==> config.mk <==
export PLATFORM = sky130hd
export DESIGN_NAME = pipelined_unsigned_booth_multiplier
export DESIGN_NICKNAME = d
export VERILOG_FILES = /design/src/rtl/pipelined_unsigned_booth_multiplier_pkg.sv /design/src/rtl/pipelined_unsigned_booth_multiplier_pp_row.sv /design/src/rtl/pipelined_unsigned_booth_multiplier.sv
export SDC_FILE = /design/constraint.sdc
export NUM_CORES = 1
export LEC_CHECK = 0
export ABC_CLOCK_PERIOD_IN_PS = 3100
export CAP_MARGIN = 20
export CORE_ASPECT_RATIO = 1.75
export CORE_MARGIN = 4
export CORE_UTILIZATION = 54
export DETAILED_ROUTE_END_ITERATION = 6
export GPL_TIMING_DRIVEN = 0
export PLACE_DENSITY = 0.76
export SYNTH_ARGS = -nofsm -noshare
export SYNTH_HDL_FRONTEND = slang
export SYNTH_SLANG_ARGS = --single-unit
==> constraint.sdc <==
create_clock -name clk -period 3.1 [get_ports clk]
set_clock_uncertainty 0.15 [all_clocks]
set_input_delay 0.62 -clock clk [delete_from_list [all_inputs] [get_ports clk]]
set_output_delay 0.62 -clock clk [all_outputs]
set_load 0.02 [all_outputs]
==> src/rtl/pipelined_unsigned_booth_multiplier_pkg.sv <==
`default_nettype none
// ============================================================================
// Module      : mult_pkg
// Description : Shared types and elaboration-time helpers for the radix-4
//               Booth multiplier: Booth selection encoding, partial-product
//               count and carry-save tree shape.
// Revision    : 1.0 - initial release
// Ports       : none (package)
// ============================================================================
package mult_pkg;

    // Radix-4 Booth digit selected by one 3-bit multiplier window.
    typedef enum logic [2:0] {
        ZERO = 3'd0,
        POS1 = 3'd1,
        POS2 = 3'd2,
        NEG1 = 3'd3,
        NEG2 = 3'd4
    } booth_sel_e;

    // Unsigned operands are zero-extended by two bits, which adds one group.
    function automatic int num_pp(input int width);
        return width / 2 + 1;
    endfunction

    // Window {b[2i+1], b[2i], b[2i-1]} -> digit in {-2,-1,0,+1,+2}.
    function automatic booth_sel_e booth_encode(input logic [2:0] trip);
        booth_sel_e sel;
        case (trip)
            3'b001, 3'b010: sel = POS1;
            3'b011:         sel = POS2;
            3'b100:         sel = NEG2;
            3'b101, 3'b110: sel = NEG1;
            default:        sel = ZERO;
        endcase
        return sel;
    endfunction

    // Rows still present after lvl levels of 3:2 compression of n rows.
    function automatic int csa_rows(input int n, input int lvl);
        int rows;
        rows = n;
        for (int l = 0; l < lvl; l++) begin
            if (rows > 2) begin
                rows = 2 * (rows / 3) + rows % 3;
            end
        end
        return rows;
    endfunction

    // Number of 3:2 levels needed to bring n rows down to two.
    function automatic int csa_levels(input int n);
        int rows;
        int lv;
        rows = n;
        lv   = 0;
        while (rows > 2) begin
            rows = 2 * (rows / 3) + rows % 3;
            lv++;
        end
        return lv;
    endfunction

endpackage
`default_nettype wire

==> src/rtl/pipelined_unsigned_booth_multiplier_pp_row.sv <==
`default_nettype none
// ============================================================================
// Module      : booth_r4_pp_row
// Description : One radix-4 Booth partial-product row (unshifted). Selects
//               0 / +A / +2A / -A / -2A from a 3-bit multiplier window and
//               returns it as a 2*WIDTH-bit two's-complement row.
// Revision    : 1.0 - initial release
// Ports       : triplet_i  [2:0]         Booth window of the multiplier
//               a_i        [WIDTH-1:0]   unsigned multiplicand
//               row_o      [2*WIDTH-1:0] selected multiple, full width
// ============================================================================
module booth_r4_pp_row
    import mult_pkg::*;
#(
    parameter int WIDTH = 7
) (
    input  logic [2:0]         triplet_i,
    input  logic [WIDTH-1:0]   a_i,
    output logic [2*WIDTH-1:0] row_o
);

    booth_sel_e           sel;
    logic [2*WIDTH-1:0]   a_ext;

    // Negative multiples are produced as full-width two's complement, so the
    // sign extension is already folded into the row and summing all rows
    // modulo 2^(2*WIDTH) gives the exact unsigned product.
    always_comb begin
        sel   = booth_encode(triplet_i);
        a_ext = {{WIDTH{1'b0}}, a_i};
        case (sel)
            POS1:    row_o = a_ext;
            POS2:    row_o = a_ext << 1;
            NEG1:    row_o = -a_ext;
            NEG2:    row_o = -(a_ext << 1);
            default: row_o = '0;
        endcase
    end

endmodule
`default_nettype wire

==> src/rtl/pipelined_unsigned_booth_multiplier.sv <==
`default_nettype none
// ============================================================================
// Module      : pipelined_unsigned_booth_multiplier
// Description : 3-stage pipelined unsigned WIDTH x WIDTH radix-4 Booth
//               multiplier with valid/ready handshake and a sideband tag.
//               S1 Booth partial products, S2 carry-save tree, S3 prefix add.
// Revision    : 1.0 - initial release
// Ports       : clk          clock, rising edge
//               rst          synchronous active-high reset
//               in_valid     operands valid
//               in_ready     operands accepted this cycle
//               in_a, in_b   unsigned operands [WIDTH-1:0]
//               in_tag       sideband tag [TAG_W-1:0]
//               out_valid    product valid
//               out_ready    consumer accepts product
//               out_product  exact product [2*WIDTH-1:0]
//               out_tag      tag travelling with the product
// ============================================================================
module pipelined_unsigned_booth_multiplier
    import mult_pkg::*;
#(
    parameter int WIDTH = 7,
    parameter int TAG_W = 4
) (
    input  logic               clk,
    input  logic               rst,
    input  logic               in_valid,
    output logic               in_ready,
    input  logic [WIDTH-1:0]   in_a,
    input  logic [WIDTH-1:0]   in_b,
    input  logic [TAG_W-1:0]   in_tag,
    output logic               out_valid,
    input  logic               out_ready,
    output logic [2*WIDTH-1:0] out_product,
    output logic [TAG_W-1:0]   out_tag
);

    localparam int NPP  = num_pp(WIDTH);
    localparam int PW   = 2 * WIDTH;
    localparam int BX   = 2 * NPP + 1;       // extended multiplier width
    localparam int NLVL = csa_levels(NPP);
    localparam int M    = PW - 1;            // carry positions that matter
    localparam int KL   = $clog2(M);         // prefix-tree depth

    // ------------------------------------------------------------------
    // Handshake: each stage may load when empty or when the stage after it
    // loads, so bubbles collapse and a full pipe still moves when drained.
    // ------------------------------------------------------------------
    logic s1_valid_q, s1_valid_d;
    logic s2_valid_q, s2_valid_d;
    logic out_valid_q, out_valid_d;
    logic s1_en, s2_en, s3_en;
    logic s1_load, s2_load, s3_load;

    assign s3_en    = !out_valid_q || out_ready;
    assign s2_en    = !s2_valid_q || s3_en;
    assign s1_en    = !s1_valid_q || s2_en;
    assign in_ready = s1_en && !rst;

    assign s1_load  = in_valid && in_ready;
    assign s2_load  = s2_en && s1_valid_q;
    assign s3_load  = s3_en && s2_valid_q;

    always_comb begin
        s1_valid_d  = s1_valid_q;
        s2_valid_d  = s2_valid_q;
        out_valid_d = out_valid_q;
        if (s1_en) s1_valid_d  = in_valid;
        if (s2_en) s2_valid_d  = s1_valid_q;
        if (s3_en) out_valid_d = s2_valid_q;
    end

    // ------------------------------------------------------------------
    // S1: Booth partial products. The multiplier is zero-extended with an
    // implicit 0 below bit 0; window i covers bits [2i+1 : 2i-1].
    // ------------------------------------------------------------------
    logic [BX-1:0]    b_ext;
    logic [PW-1:0]    pp_row [NPP];
    logic [PW-1:0]    pp_q   [NPP];
    logic [TAG_W-1:0] s1_tag_q;

    assign b_ext = {{(BX - WIDTH - 1){1'b0}}, in_b, 1'b0};

    for (genvar i = 0; i < NPP; i++) begin : g_pp
        logic [PW-1:0] row_raw;
        booth_r4_pp_row #(
            .WIDTH (WIDTH)
        ) u_row (
            .triplet_i (b_ext[2*i+2:2*i]),
            .a_i       (in_a),
            .row_o     (row_raw)
        );
        assign pp_row[i] = row_raw << (2 * i);
    end

    always_ff @(posedge clk) begin
        if (s1_load) begin
            for (int i = 0; i < NPP; i++) begin
                pp_q[i] <= pp_row[i];
            end
            s1_tag_q <= in_tag;
        end
    end

    // ------------------------------------------------------------------
    // S2: Wallace reduction. Each level compresses groups of three rows
    // into sum/carry, passes leftovers through and zeroes unused slots.
    // ------------------------------------------------------------------
    logic [PW-1:0]    csa [NLVL+1][NPP];
    logic [PW-1:0]    sum_q, carry_q;
    logic [TAG_W-1:0] s2_tag_q;

    for (genvar i = 0; i < NPP; i++) begin : g_csa_in
        assign csa[0][i] = pp_q[i];
    end

    for (genvar l = 0; l < NLVL; l++) begin : g_csa_lvl
        localparam int N_IN  = csa_rows(NPP, l);
        localparam int N_GRP = N_IN / 3;
        localparam int N_REM = N_IN % 3;

        for (genvar g = 0; g < N_GRP; g++) begin : g_fa
            logic [PW-1:0] x, y, z;
            assign x = csa[l][3*g];
            assign y = csa[l][3*g+1];
            assign z = csa[l][3*g+2];
            assign csa[l+1][2*g]   = x ^ y ^ z;
            // Carries out of the top column fall outside the product.
            assign csa[l+1][2*g+1] = {(x[PW-2:0] & y[PW-2:0]) |
                                      (x[PW-2:0] & z[PW-2:0]) |
                                      (y[PW-2:0] & z[PW-2:0]), 1'b0};
        end

        for (genvar r = 0; r < N_REM; r++) begin : g_pass
            assign csa[l+1][2*N_GRP+r] = csa[l][3*N_GRP+r];
        end

        for (genvar u = 2 * N_GRP + N_REM; u < NPP; u++) begin : g_unused
            assign csa[l+1][u] = '0;
        end
    end

    always_ff @(posedge clk) begin
        if (s2_load) begin
            sum_q    <= csa[NLVL][0];
            carry_q  <= csa[NLVL][1];
            s2_tag_q <= s1_tag_q;
        end
    end

    // ------------------------------------------------------------------
    // S3: Kogge-Stone carry-propagate add. Only carries into bits
    // 1..PW-1 are needed; the carry-out is always zero for these rows.
    // ------------------------------------------------------------------
    logic [PW-1:0] ks_x;
    logic [M-1:0]  ks_g [KL+1];
    logic [M-1:0]  ks_p [KL+1];
    logic [PW-1:0] sum_final;

    assign ks_x    = sum_q ^ carry_q;
    assign ks_g[0] = sum_q[M-1:0] & carry_q[M-1:0];
    assign ks_p[0] = ks_x[M-1:0];

    for (genvar k = 0; k < KL; k++) begin : g_ks_lvl
        for (genvar i = 0; i < M; i++) begin : g_ks_bit
            if (i >= (1 << k)) begin : g_merge
                assign ks_g[k+1][i] = ks_g[k][i] |
                                      (ks_p[k][i] & ks_g[k][i-(1<<k)]);
                assign ks_p[k+1][i] = ks_p[k][i] & ks_p[k][i-(1<<k)];
            end else begin : g_keep
                assign ks_g[k+1][i] = ks_g[k][i];
                assign ks_p[k+1][i] = ks_p[k][i];
            end
        end
    end

    assign sum_final = ks_x ^ {ks_g[KL], 1'b0};

    // ------------------------------------------------------------------
    // Valid flags and output registers are the only reset state.
    // ------------------------------------------------------------------
    logic [PW-1:0]    out_product_q;
    logic [TAG_W-1:0] out_tag_q;

    always_ff @(posedge clk) begin
        if (rst) begin
            s1_valid_q    <= 1'b0;
            s2_valid_q    <= 1'b0;
            out_valid_q   <= 1'b0;
            out_product_q <= '0;
            out_tag_q     <= '0;
        end else begin
            s1_valid_q  <= s1_valid_d;
            s2_valid_q  <= s2_valid_d;
            out_valid_q <= out_valid_d;
            if (s3_load) begin
                out_product_q <= sum_final;
                out_tag_q     <= s2_tag_q;
            end
        end
    end

    assign out_valid   = out_valid_q;
    assign out_product = out_product_q;
    assign out_tag     = out_tag_q;

endmodule
`default_nettype wire

==> metrics.cfg <==
[final_layout]
diodes = 0
area_delta_synth_final_pct = 16.7
stdcell_area_um2 = 6120
layout.cells.non_filler = 664
layout-drive-gt1-share = 0.0609
final_util = 0.647
nets = 594
n_fill_cell = 760

[global_routing]
grt_pass1_vias = 3955
overflow = 0
antenna_found_initial = 0
grt_pass1_wl_um = 19500
grt_max_degree = 26
gr-usage-all-layers = 0.229

[critical_path]
worstReg2RegStart = sum_q[7]$_DFFE_PP_
cp-end-kind = output port
required_ps = 2330
arrival_ps = 2150
critPathMaxFanout = 4
crit_path_start_kind = primary input
critPathLaunch = out_ready
worstSetupPathType = primary input to output port

[clocking]
cts_tree = done
postCtsHoldBufs = 0
cts_sinks = 96
cts_inserted_buffers = 9
insertion_delay_ps = 340
h-tree-depth = 3
cts-root-buf = clkbuf_16
clk_pin_slew_worst_paths_ps = 60
clockBufferDepth = 2

[worst_hold_path]
hp-class = register to register
worstHoldStart = pp_q[0][1]$_DFFE_PP_

[route]
wire_per_inst_um = 18.5
first_iter_violations = 193
drt-pass1-iter-count = 5
vias_per_cell = 5.91
vias = 3927
drc_errors = 0
wl_um = 12300
ant_nets = 0

[logic_synthesis]
synth-compound-area-share = 0.157
synthAdderAreaFrac = 0.108
synthMuxAreaShare = 0.0214
synth-main-ff-cell = edfxtp_1
ys_ff_latch = 96
syn_inst = 486
synth_top_family_by_area = compound AO/OA/AOI/OAI gates
ys_seq_area_frac = 0.509
yosys_warnings = 0
syn-num-nets = 543
synth.cell_area_um2 = 5250
synth_async_sr_flop_share = 0
syn_area_per_cell_um2 = 10.8
synth_xor_area_frac = 0.0303
ys_types = 54
synthSimpleGateAreaFrac = 0.139
synth_edf_count = 75

[pwr]
p_comb_frac = 0.184
ir_drop_mv = 0.377
p_leak_uw = 0.00218
powerDensity_nw_per_um2 = 525
p_int_uw = 2370
switchingPower_uw = 849
pwr-share-clk = 0.330
swShare = 0.264
seqPwrFrac = 0.485

[floorplan]
placementRows = 47
placeableCoreArea_um2 = 9470
die_h_um = 138
ios = 42
design.die.area_um2 = 11400
start_util = 0.555
die_x_um = 82.5

[sta]
setup-violations-final = 0
slew_headroom = 0.379
period_minus_slack_ps = 2920
hold_violations = 0
rsz0062_at_grt = false
fmax_ghz = 0.343
finalMaxSlewViolations = 0
post-route-period-util = 0.941
tightest_slew_ps = 925

[placement]
placed_cell_area_um2 = 5830
gp_congestion = 0.982
dp_hpwl_um = 9550
place_inst = 648
numPortBuffers = 38

[outcome]
status = finished, final reports clean

[job]
max-cap-violations = 0

[layer usage]
layer  wire, um  up-vias  global-route usage
met5          0        -                   0
met4        837        0               0.153
met3        546       41              0.0443
met2       6650      152               0.407
met1       4220     1857               0.230
li1           -     1877                   -
[area by class of cell]
type / count / area, um2 / share of cell area
clock buffers: 11 / 254 / 0.0415
repair buffers: 40 / 420 / 0.0686
well taps: 122 / 153 / 0.0249
clock inverters: 5 / 43.8 / 0.00715
inverters: 12 / 45.0 / 0.00735
plain buffers: 33 / 141 / 0.0231
flip-flops and latches: 96 / 2670 / 0.436
multi-input cells: 345 / 2390 / 0.391
[worst max-delay path: stages]
cell             delay, ps
clkdlybuf4s50_1        450
nor2b_1                 60
and2_1                 200
a21oi_1                180
clkdlybuf4s50_1        630
[sequential cells by signal, indices dropped and copies added, names as in the netlist]
| name | cells |
|---|---|
| out_valid | 1 |
| s1_valid_q | 1 |
| s2_tag_q | 4 |
| out_product | 14 |
| s1_tag_q | 4 |
| out_tag | 4 |
| pp_q | 43 |
| s2_valid_q | 1 |
| sum_q | 14 |
| carry_q | 10 |
[worst paths after layout]
path	to	slack [ps]	cells after the start
max	in_ready	180	5
min	sum_q[1]$_DFFE_PP_	260	0
max reg2reg	out_product[13]$_SDFFE_PP0P_	930	6
min reg2reg	sum_q[1]$_DFFE_PP_	260	0
[timing repair]
action / CTS / global route
setup endpoints to repair: 7 / 0
resized for setup: 4 / 0
buffers inserted: 0 / 0
[cells by family after synthesis]
kind of cell / after synthesis
mux: 11
flops: 96
xor+xnor: 16
buf+inv: 45
fa+ha+maj: 35
compound gates: 132
simple gates: 151
[cell usage after synthesis, drive strengths merged (2+ instances only)]
cell type  count  area, um2
a21oi         43        215
nand4          3       18.8
mux2           2       22.5
a31oi          7       43.8
nand3         10       50.1
a311oi         2       17.5
nor3           6       35.0
and2           6       37.5
inv           12       45.0
o21a           4       30.0
nand2         50        188
a211oi        14        105
nand2b         7       43.8
or4            3       22.5
a21o           7       52.6
o311a          2       20.0
nor4b          2       17.5
a22oi          6       45.0
dfxtp         21        420
or3            5       36.3
o21ai         28        140
nor2b          5       31.3
ha            18        225
nand3b         2       15.0
clkbuf        26       97.6
edfxtp        75       2250
o31a           2       17.5
o211ai         4       30.0
nor2          46        180
xor2           2       17.5
fa            17        340
o211a          3       30.0
mux2i          9       90.1
buf            7       43.8
xnor2         14        141
o22ai          5       31.3
[power groups by stage]
| stage | clock network (uW) | logic [uW] | registers [uW] |
|---|---|---|---|
| final | 1060 | 593 | 1560 |
| after global routing | 1140 | 665 | 1570 |
| after CTS | 1090 | 594 | 1560 |
| after detailed placement | 0 | 588 | 1590 |
| after global placement | 0 | 560 | 1590 |
| after floorplan | 0 | 382 | 1600 |
[cells in the final DEF (no fill, tap or decap), types with 4 or more instances in the layout]
cell type | Yosys | layout
clkbuf_1 | 26 | 27
a31oi_1 | 7 | 7
dfxtp_1 | 21 | 21
nand2_1 | 50 | 50
and2_1 | 6 | 5
nand3_1 | 10 | 10
a21o_1 | 7 | 7
nor2_1 | 45 | 45
a211oi_1 | 14 | 14
a21oi_1 | 43 | 43
fa_1 | 17 | 17
o22ai_1 | 5 | 5
mux2i_1 | 9 | 9
or3_1 | 4 | 4
nor3_1 | 5 | 5
edfxtp_1 | 75 | 75
ha_1 | 18 | 18
nand2b_1 | 7 | 7
clkdlybuf4s50_1 | 0 | 36
o21ai_0 | 26 | 26
inv_1 | 12 | 10
clkbuf_16 | 0 | 10
nor2b_1 | 5 | 4
xnor2_1 | 13 | 13
o21a_1 | 4 | 4
a22oi_1 | 6 | 6
o211ai_1 | 4 | 4
[stage by stage]
| step | hold WS, ps | TNS (ps) | total power [uW] | worst slack [ps] |
|---|---|---|---|---|
| 2_1_floorplan | 250 | 0 | 1980 | 64.1 |
| 3_3_place_gp | 250 | -44460 | 2150 | -568 |
| 3_5_place_dp | 255 | -6330 | 2180 | -456 |
| 4_1_cts | 266 | 0 | 3250 | 172 |
| 5_1_grt | 288 | 0 | 3380 | 95.0 |
| 6_report | 264 | 0 | 3220 | 181 |
No activity file was read; power rests on OpenSTA's default activity.
